[src/rtl/alu_if.sv]
// rtl/alu_if.sv - operand/select inputs and registered result outputs of the ALU
interface alu_if;
    logic [7:0]  a;
    logic [7:0]  b;
    logic [15:0] selector;
    logic        negative;
    logic [3:0]  left;
    logic [3:0]  right;

    modport master (
        output a,
        output b,
        output selector,
        input  negative,
        input  left,
        input  right
    );

    modport slave (
        input  a,
        input  b,
        input  selector,
        output negative,
        output left,
        output right
    );
endinterface

[src/rtl/alu.sv]
// rtl/alu.sv - 8-bit registered ALU, one-hot op select, result split into display nibbles
module alu (
    input  logic  clk,
    input  logic  reset,
    alu_if.slave  bus
);
    logic [7:0] result_q;
    logic       negative_q;
    logic [7:0] result_d;
    logic       negative_d;
    logic       sel_unused;

    // Bits 9..15 are reserved for the decoder and never change the result.
    assign sel_unused = ^bus.selector[15:9];

    // Lowest set bit wins, so a multi-hot selector still yields one defined op.
    always_comb begin
        result_d   = 8'h00;
        negative_d = 1'b0;
        if (bus.selector[0]) begin
            result_d = bus.a + bus.b;
        end else if (bus.selector[1]) begin
            if (bus.a >= bus.b) begin
                result_d = bus.a - bus.b;
            end else begin
                result_d   = bus.b - bus.a;
                negative_d = 1'b1;
            end
        end else if (bus.selector[2]) begin
            result_d = ~bus.a;
        end else if (bus.selector[3]) begin
            result_d = ~(bus.a & bus.b);
        end else if (bus.selector[4]) begin
            result_d = ~(bus.a | bus.b);
        end else if (bus.selector[5]) begin
            result_d = bus.a & bus.b;
        end else if (bus.selector[6]) begin
            result_d = bus.a ^ bus.b;
        end else if (bus.selector[7]) begin
            result_d = bus.a | bus.b;
        end else if (bus.selector[8]) begin
            result_d = ~(bus.a ^ bus.b);
        end
    end

    always_ff @(posedge clk) begin
        if (reset) begin
            result_q   <= 8'h00;
            negative_q <= 1'b0;
        end else begin
            result_q   <= result_d;
            negative_q <= negative_d;
        end
    end

    assign bus.left     = result_q[7:4];
    assign bus.right    = result_q[3:0];
    assign bus.negative = negative_q;
endmodule

[src/flat_wrapper.sv]
// flat-port wrapper written by rule: the top's interface ports become plain ports
module alu_flat 
  (clk, reset, bus_a, bus_b, bus_selector, bus_negative, bus_left, bus_right);
  alu_if bus_i ();
  input  logic clk;
  input  logic reset;
  input wire logic [$bits(bus_i.a)-1:0] bus_a;
  input wire logic [$bits(bus_i.b)-1:0] bus_b;
  input wire logic [$bits(bus_i.selector)-1:0] bus_selector;
  output wire logic [$bits(bus_i.negative)-1:0] bus_negative;
  output wire logic [$bits(bus_i.left)-1:0] bus_left;
  output wire logic [$bits(bus_i.right)-1:0] bus_right;
  assign bus_i.a = bus_a;
  assign bus_i.b = bus_b;
  assign bus_i.selector = bus_selector;
  assign bus_negative = bus_i.negative;
  assign bus_left = bus_i.left;
  assign bus_right = bus_i.right;
  alu u_core (.clk(clk), .reset(reset), .bus(bus_i));
endmodule
[config.mk]
export PLATFORM = sky130hd
export DESIGN_NAME = alu_flat
export DESIGN_NICKNAME = d
export VERILOG_FILES = /design/src/rtl/alu_if.sv /design/src/rtl/alu.sv /design/src/flat_wrapper.sv
export SDC_FILE = /design/constraint.sdc
export NUM_CORES = 1
export LEC_CHECK = 0
export ABC_AREA = 1
export ABC_CLOCK_PERIOD_IN_PS = 3000
export CORE_UTILIZATION = 36
export CTS_BUF_LIST = sky130_fd_sc_hd__clkbuf_16
export DETAILED_ROUTE_END_ITERATION = 10
export GPL_ROUTABILITY_DRIVEN = 0
export SYNTH_ARGS = -nofsm -noshare
export SYNTH_HDL_FRONTEND = slang
export SYNTH_SLANG_ARGS = --single-unit
export TNS_END_PERCENT = 5
[constraint.sdc]
create_clock -name clk -period 3 [get_ports clk]
set_clock_uncertainty 0.2 [all_clocks]
set_input_delay 0.6 -clock clk [delete_from_list [all_inputs] [get_ports clk]]
set_output_delay 0.6 -clock clk [all_outputs]
set_load 0.01 [all_outputs]
==> summary.txt <==
Run status = finished, final reports clean
Hold Buf Count CTS = 0
Register area = 180.2 µm²
Vias in the first global route = 2369
Worst IR Drop VDD = 0.3172 mV
Final Hold Viols = 0
Worst Path Arrival = 2.76 ns
Clk network pwr share = 27.2%
Layout cells sized above 1 = 11.26%
Critical path required time = 2.95 ns
Leakage = 1.545 nW
Post-route ant nets = 0
Post-synthesis register bit count = 9
Via-per-instance ratio = 4.834
WL final = 6275 µm
Fmax = 355.9 MHz
# fillers = 605
Setup TNS Final = 0 ns
Critical path peak fanout = 7
First DRT Iteration DRCs = 94
Via Count = 2451
Worst Hold Class = input pin to register
Post-CTS Setup Bufs = 0
Synth Flop Type = dfxtp_1
# diodes = 0
Tcrit/Tclk final = 93.66%
Final Critical Period = 2.810 ns
Clk pin slew, worst setup/hold paths = 0.04 ns
Sw Ratio = 38.09%
Synthesized cell area = 2166 µm²
Power Density = 290.9 nW/µm²
Maxcap violations = 0
First-pass GRT wire length = 10670 µm
Post-synthesis cell count = 376
Drt first pass iters = 4
Unrepaired setup endpoints after global routing = no
H-tree Lvls = 1
Multi-input logic area = 1659 µm²
Number of enable flip-flop cells after synthesis = 0
Crit end category = register
Largest net degree at the start of global routing = 18
CTS tree = done
Post-DP HPWL = 5172 µm
Synthesized area per cell = 5.760 µm²
Clk buf depth = 2
GRT Resource Usage Total = 21.35%
Area grow syn2layout = 32.58%
Post-DP Area = 2793 µm²
Core area = 5642 µm²
Post-Syn Nets = 446
Post-place setup slack = -0.02683 ns
Seq/Total Area, Yosys = 8.319%
Top-count cell post-synth = nand2_1
Critical path class = input pin to register
Finished Core Util = 50.90%
Final-report setup violation count = 0
Row cnt = 27
Total grt overflow = 0
Fin area = 2872 µm²
Drt wl/cell = 12.38 µm
I/O pins = 43
Worst-Margin Slew = 0.6974 ns
Die ar. = 6331 µm²
NetSw = 0.0003182 W
Logic pwr share = 56.6%
Rel. slew slack = 53.36%
CTS Buf Count = 3
Die Height = 79.57 µm
Final net count = 506
CTS root buf = clkbuf_16
Worst setup margin = 0.1903 ns
Slew Viols, Final = 0
Die W = 79.57 µm
Post-synth ARST share = 0%
Top cells by instance count after synthesis = nand2_1 (122), inv_1 (63), a21oi_1 (46)
Area leader, netlist = nand2_1
Antenna violations before repair = 0
PortBufs = 35
Clock sink count = 9
Drt drc = 0
Synth warn = 0
Yosys top cell area share = 21.14%
P_int = 0.0005171 W
Largest cells by area after synthesis = nand2_1 (21%), ha_1 (19%), inv_1 (11%)
Crit path launch type = input pin
Post-synth cell types = 29
Starting density of the core = 38.39%
Post-CTS resize count = 0
Seq pwr share = 16.2%
## cell families after synthesis
group,after synthesis,synth area share [%]
xor gates and xnor gates,10,4.044
DFF,9,8.319
adders and majority gates,36,21.84
and+or+nand+nor,165,31.20
buffers and inverters,82,15.08
AOI/OAI and AO/OA,74,19.53
## power by group through the flow
stage / combinational [W] / sequential [W] / clock, W
floorplan: 0.000277 / 0.000144 / 0
global placement: 0.000465 / 0.000137 / 0
detailed placement: 0.000469 / 0.000137 / 0
CTS: 0.000472 / 0.000136 / 0.000232
global route: 0.000533 / 0.000136 / 0.000243
finish: 0.000473 / 0.000135 / 0.000227
## sequential cells by signal, indices dropped and copies added (netlist names)
name / cells
u_core.bus.negative: 1
u_core.result_q: 8
## cells in the final DEF, fill, tap and decap left out, drive strengths merged
master	count
a21oi	48
a31oi	1
and2	1
buf	34
clkbuf	3
clkdlybuf4s50	35
dfxtp	9
fa	3
ha	33
inv	69
nand2	122
nand3	27
nand4	1
nor2	10
nor3	2
nor4	1
o211ai	9
o21ai	15
o21bai	1
or2	1
xnor2	2
xor2	8
## layer usage
metal  vias up  GRT usage [%]  part of all wire [%]
met3         4          2.857                   5.1
li1       1296              -                     -
met1      1087          26.46                    45
met4         0          3.273                   1.3
met2        64          39.32                    49
met5         -              0                     0
## critical path: stages
cell	delay (ns)
clkdlybuf4s50_1	0.50
inv_1	0.07
ha_1	0.20
fa_1	0.41
inv_1	0.07
nand2_1	0.06
nand3_1	0.15
a21oi_4	0.12
inv_2	0.15
nand2_1	0.06
nand2_1	0.06
nand2_1	0.04
nand2_1	0.08
nand2_1	0.04
a21oi_1	0.13
## cell type report
cell class | count | share of cell area (%)
Clock buffer | 3 | 2.614
Clock inverter | 1 | 0.1307
Inverter | 68 | 8.976
Multi-Input combinational cell | 285 | 57.78
Sequential cell | 9 | 6.275
Tap cell | 72 | 3.137
Timing Repair Buffer | 69 | 21.09
## stage by stage
stage	power, W	std cells	hold slack (ns)
floorplan	0.0004208	376	0.4691
global placement	0.0006021	503	1.136
detailed placement	0.0006069	503	1.136
CTS	0.0008400	507	0.9058
global route	0.0009127	507	0.9427
finish	0.0008353	507	0.9138
## final timing paths
path,endpoint,cells after the start,startpoint
max,u_core.result_q[6],15,bus_a[0]
min,u_core.result_q[7],2,reset
No activity file was read; power rests on OpenSTA's default activity.
